<file path="src/rtl/div_pkg.sv">
// Shared definitions for the shift_and_subtract restoring divider:
// default width, FSM state type and the divide-by-zero quotient pattern.
package div_pkg;

    localparam int unsigned DEF_WIDTH = 8;

    localparam logic [1:0] ST_IDLE = 2'd0;
    localparam logic [1:0] ST_RUN  = 2'd1;
    localparam logic [1:0] ST_DONE = 2'd2;

    typedef enum logic [1:0] {
        IDLE = ST_IDLE,
        RUN  = ST_RUN,
        DONE = ST_DONE
    } state_t;

    // Wide enough for any supported WIDTH; users take the low WIDTH bits.
    localparam logic [63:0] QUOT_ALL_ONES = '1;

endpackage

</file>
<file path="src/rtl/div_step.sv">
// One combinational restoring-division step: shift in the next dividend bit,
// trial-subtract the divisor, keep or restore, and shift the quotient bit in.
module div_step
    import div_pkg::*;
#(
    parameter int unsigned WIDTH = DEF_WIDTH
) (
    input  logic [WIDTH-1:0] acc,
    input  logic [WIDTH-1:0] q,
    input  logic [WIDTH-1:0] divisor,
    output logic [WIDTH-1:0] acc_next,
    output logic [WIDTH-1:0] q_next
);

    logic [WIDTH:0]   shifted;
    logic [WIDTH+1:0] trial;
    logic             borrow;
    logic             trial_unused_msb;

    // The extra top bit of the subtraction is the borrow, i.e. the trial sign.
    always_comb begin
        shifted          = {acc, q[WIDTH-1]};
        trial            = {1'b0, shifted} - {2'b00, divisor};
        borrow           = trial[WIDTH+1];
        trial_unused_msb = trial[WIDTH];
        if (!borrow) begin
            acc_next = trial[WIDTH-1:0];
            q_next   = {q[WIDTH-2:0], 1'b1};
        end else begin
            acc_next = shifted[WIDTH-1:0];
            q_next   = {q[WIDTH-2:0], 1'b0};
        end
    end

endmodule

</file>
<file path="src/rtl/shift_and_subtract.sv">
// Multi-cycle restoring divider, one quotient bit per RUN cycle.
// Macro DIV_ZERO_CHECK_EN enables the divide-by-zero fast path and flag.
module shift_and_subtract
    import div_pkg::*;
#(
    parameter int unsigned WIDTH = DEF_WIDTH
) (
    input  logic             clk,
    input  logic             reset,
    input  logic             start,
    input  logic [WIDTH-1:0] dividend,
    input  logic [WIDTH-1:0] divisor,
    output logic             busy,
    output logic             done,
    output logic [WIDTH-1:0] quotient,
    output logic [WIDTH-1:0] remainder,
    output logic             div_by_zero
);

    localparam int unsigned   CW   = $clog2(WIDTH + 1);
    localparam logic [CW-1:0] LAST = CW'(WIDTH - 1);

    state_t           state;
    logic [WIDTH-1:0] acc;
    logic [WIDTH-1:0] q;
    logic [WIDTH-1:0] dvsr;
    logic [WIDTH-1:0] acc_next;
    logic [WIDTH-1:0] q_next;
    logic [CW-1:0]    count;

    div_step #(
        .WIDTH(WIDTH)
    ) u_step (
        .acc     (acc),
        .q       (q),
        .divisor (dvsr),
        .acc_next(acc_next),
        .q_next  (q_next)
    );

    assign busy = (state == RUN);
    assign done = (state == DONE);

    // Published results change only on the edge into DONE; working registers
    // acc/q are private so a new start never disturbs the held outputs.
    always_ff @(posedge clk or posedge reset) begin
        if (reset) begin
            state     <= IDLE;
            acc       <= '0;
            q         <= '0;
            dvsr      <= '0;
            count     <= '0;
            quotient  <= '0;
            remainder <= '0;
`ifdef DIV_ZERO_CHECK_EN
            div_by_zero <= 1'b0;
`endif
        end else begin
            case (state)
                IDLE: begin
                    if (start) begin
                        acc   <= '0;
                        q     <= dividend;
                        dvsr  <= divisor;
                        count <= '0;
`ifdef DIV_ZERO_CHECK_EN
                        if (divisor == '0) begin
                            state       <= DONE;
                            quotient    <= QUOT_ALL_ONES[WIDTH-1:0];
                            remainder   <= dividend;
                            div_by_zero <= 1'b1;
                        end else begin
                            state <= RUN;
                        end
`else
                        state <= RUN;
`endif
                    end
                end
                RUN: begin
                    acc   <= acc_next;
                    q     <= q_next;
                    count <= count + CW'(1);
                    if (count == LAST) begin
                        state     <= DONE;
                        quotient  <= q_next;
                        remainder <= acc_next;
`ifdef DIV_ZERO_CHECK_EN
                        div_by_zero <= 1'b0;
`endif
                    end
                end
                DONE: begin
                    state <= IDLE;
                end
                default: begin
                    state <= IDLE;
                end
            endcase
        end
    end

`ifndef DIV_ZERO_CHECK_EN
    assign div_by_zero = 1'b0;
`endif

endmodule
</file>
<file path="config.mk">
export PLATFORM = sky130hd
export DESIGN_NAME = shift_and_subtract
export DESIGN_NICKNAME = d
export VERILOG_FILES = /design/src/rtl/div_pkg.sv /design/src/rtl/div_step.sv /design/src/rtl/shift_and_subtract.sv
export SDC_FILE = /design/constraint.sdc
export NUM_CORES = 1
export LEC_CHECK = 0
export ABC_AREA = 1
export CAP_MARGIN = 20
export CORE_UTILIZATION = 35
export DETAILED_ROUTE_END_ITERATION = 8
export GPL_ROUTABILITY_DRIVEN = 0
export HOLD_SLACK_MARGIN = 0.05
export PLACE_DENSITY = 0.61
export SLEW_MARGIN = 20
export SYNTH_ARGS = -nofsm -noshare
export SYNTH_HDL_FRONTEND = slang
export SYNTH_HIERARCHICAL = 1
export SYNTH_SLANG_ARGS = --single-unit
</file>
<file path="constraint.sdc">
create_clock -name clk -period 2.5 [get_ports clk]
set_input_delay 0.5 -clock clk [delete_from_list [all_inputs] [get_ports clk]]
set_output_delay 0.5 -clock clk [all_outputs]
set_load 0.03 [all_outputs]
</file>
==> impl_metrics.tcl, run 1 <==
set metrics [dict create \
    clock_latency_ns 0.30 \
    io_pins 38 \
    setup_ws_ns 0.2386 \
    die_area_um2 7785 \
    fp.dieH_um 88.23 \
    syn_avg_cell_area_um2 7.632 \
    wire_per_inst_um 11.84 \
    clockRootBuffer "clkbuf_8" \
    netlist_instances 341 \
    grt_usage 0.1618 \
    vias_per_cell 4.512 \
    synth-async-reset-ratio 1.000 \
    comb_power_share 0.600 \
    cts_tree "yes" \
    syn-cell-area_um2 2602 \
    totalWireLength_um 5601 \
    p_int_w 0.002494 \
    end_kind "output port" \
    antenna_found_initial 0 \
    timing.fmax_ghz 0.4422 \
    rsz0062_at_grt "false" \
    coreArea_um2 7214 \
    diodes 0 \
    timing.hold.ws_ns 0.4809 \
    grt_first_pass_wirelength_um 9625 \
    synth_warnings 6 \
    cts_buffer_depth 2 \
    path_class "reg -> out" \
    status "finished clean" \
    final_common_cell "nand2_1" \
    arrival_ns 1.76 \
    relSlewSlack 0.6069 \
    synth.distinct_cells 29 \
    die_w_um 88.23 \
    areaGrowthSynthToFinish_pct 19.76 \
    multiInputGateArea_um2 1204 \
    tightest_slew_ns 0.5896 \
    ys_ff_latch 46 \
    fin_setup_tns_ns 0 \
    min_path_type "reg -> reg" \
    numCtsBuffers 5 \
    grt_overflow 0 \
    maxCapViolations 0 \
    regArea_um2 1151 \
    ir_worst_vdd_v 0.0004887 \
    final_hold_viol_count 0 \
    required_ns 2.00 \
    stdcell_area_um2 3117 \
    postCtsHoldBufs 0 \
    crit_chain "nand2_2, inv_2, clkdlybuf4s50_1" \
    fin_crit_ns 2.261 \
    nets 402 \
    drive_gt1_frac 0.09893 \
    pre_cts_ws_ns 0.5207 \
    seqPwrFrac 0.285 \
    cpPeakStageDelay_ns 0.67 \
    clkPwrFrac 0.115 \
    cts_resized 0 \
    slowest_stage "clkdlybuf4s50_1" \
    path_clk_slew_ns 0.09 \
    start_util 0.3607 \
    fp-row-count 31 \
    p_per_area_nw_per_um2 1538 \
    utilization 0.4320 \
    n_fill_cell 754 \
    dr.pass1.iters 4 \
    io_buffers 36 \
    grt_pass1_vias 2063 \
    fin_crit_sh 0.9046 \
    drt_iter0_drc 108 \
    synth_ff_type "dfrtp_1" \
    synth_largest_area_cell "dfrtp_1" \
    swShare 0.4798 \
    cts_sinks 46 \
    drt.antenna.violating_nets 0 \
    cts_setup_buffers 0 \
    finClkSkew_ns 0.01018 \
    p_leak_nw 1.641 \
    synth.top_cell.area_share 0.4423 \
    path_max_fanout 11 \
    seq_area_frac_synth 0.4423 \
    synthTopCellsByArea "dfrtp_1 44%, nand2_1 24%, nand3_1 4.6%" \
    synth_edf_count 0 \
    cts_max_level 2 \
    switching_power_w 0.002300 \
    hpwlAfterDp_um 4030 \
    slew_violations 0 \
    layout_common_cells "164 x nand2_1, 46 x dfrtp_1, 36 x clkdlybuf4s50_1" \
    grt_max_degree 47 \
    placed_cell_area_um2 3007 \
    drc 0 \
    setup_viol 0 \
    start_kind "register" \
    syn_nets 370 \
    via_count 2134 \
]
==> power groups by stage <==
stage               Sequential, W  Clock, W  Combinational (W)
floorplan                 0.00154         0            0.00207
global placement          0.00138         0            0.00287
detailed placement        0.00138         0            0.00289
CTS                       0.00137  0.000575            0.00291
global route              0.00142  0.000608            0.00326
finish                    0.00137  0.000554            0.00287
==> per-stage QoR <==
stage | total power [W] | std cells
3_3_place_gp | 0.004247 | 465
4_1_cts | 0.004854 | 473
3_5_place_dp | 0.004277 | 465
5_1_grt | 0.005289 | 473
2_1_floorplan | 0.003613 | 341
6_report | 0.004794 | 473
==> registers in the layout (all words and copies together), names as in the netlist <==
signal	cells
q	8
acc	8
remainder	8
state	2
quotient	8
count	4
dvsr	8
==> per-layer routing <==
layer / up-vias / part of all wire / wire length [µm] / global-route usage
met5: - / 0 / 0 / 0
met4: 0 / 0.012 / 68 / 0.04692
li1: 1110 / - / - / -
met2: 46 / 0.47 / 2618 / 0.2636
met1: 970 / 0.47 / 2637 / 0.2155
met3: 8 / 0.049 / 277 / 0.03731
==> synthesized netlist by cell type, types with 2 or more instances <==
master / number
nor2_2: 2
dfrtp_1: 46
ha_1: 9
nand2_2: 9
inv_1: 30
nand3_1: 24
a21oi_1: 4
xnor2_1: 2
buf_4: 9
nand2_1: 164
buf_2: 4
nor2_1: 6
o21ai_0: 3
o21ai_2: 4
nand3_2: 4
nand4_1: 6
buf_6: 3
==> path summary, 6_finish.rpt <==
check / start / end / slack (ns) / depth (start not counted)
min reg2reg: dvsr[7]$_DFFE_PP0P_ / dvsr[7]$_DFFE_PP0P_ / 0.48 / 2
min: dvsr[7]$_DFFE_PP0P_ / dvsr[7]$_DFFE_PP0P_ / 0.48 / 2
max reg2reg: dvsr[2]$_DFFE_PP0P_ / acc[2]$_DFFE_PP0P_ / 0.50 / 12
max in group asynchronous: reset / dvsr[1]$_DFFE_PP0P_ / 1.44 / 3
min in group asynchronous: reset / acc[5]$_DFFE_PP0P_ / 0.66 / 3
max: state[0]$_DFFE_PP0P_ / busy / 0.24 / 3
==> area by class of cell <==
class | count | area share
inverters | 32 | 0.03934
repair buffers | 42 | 0.1301
flip-flops and latches | 46 | 0.3693
clock inverters | 2 | 0.01204
well taps | 99 | 0.03974
multi-input cells | 246 | 0.3862
clock buffers | 6 | 0.02328
==> logic make-up after synthesis <==
| group | share of synthesized area |
|---|---|
| AOI/OAI and AO/OA | 0.03798 |
| other | 0.001441 |
| and+or+nand+nor | 0.3620 |
| buffers and inverters | 0.09519 |
| xor gates and xnor gates | 0.01010 |
| DFF | 0.4423 |
| adders and majority gates | 0.05096 |
==> critical path, delay by kind of cell, from the launching register on <==
family | cells | cell delay, ns
flops | 1 | 0.59
buf+inv | 2 | 0.76
simple gates | 1 | 0.12
(Power assumes the default switching activity.)
==> run 2: changes to the inputs <==
Settings changed: TNS_END_PERCENT from default to 50.
==> results of run 2 <==
Same layout as run 1: the final DEF is identical, and so are final timing and power.
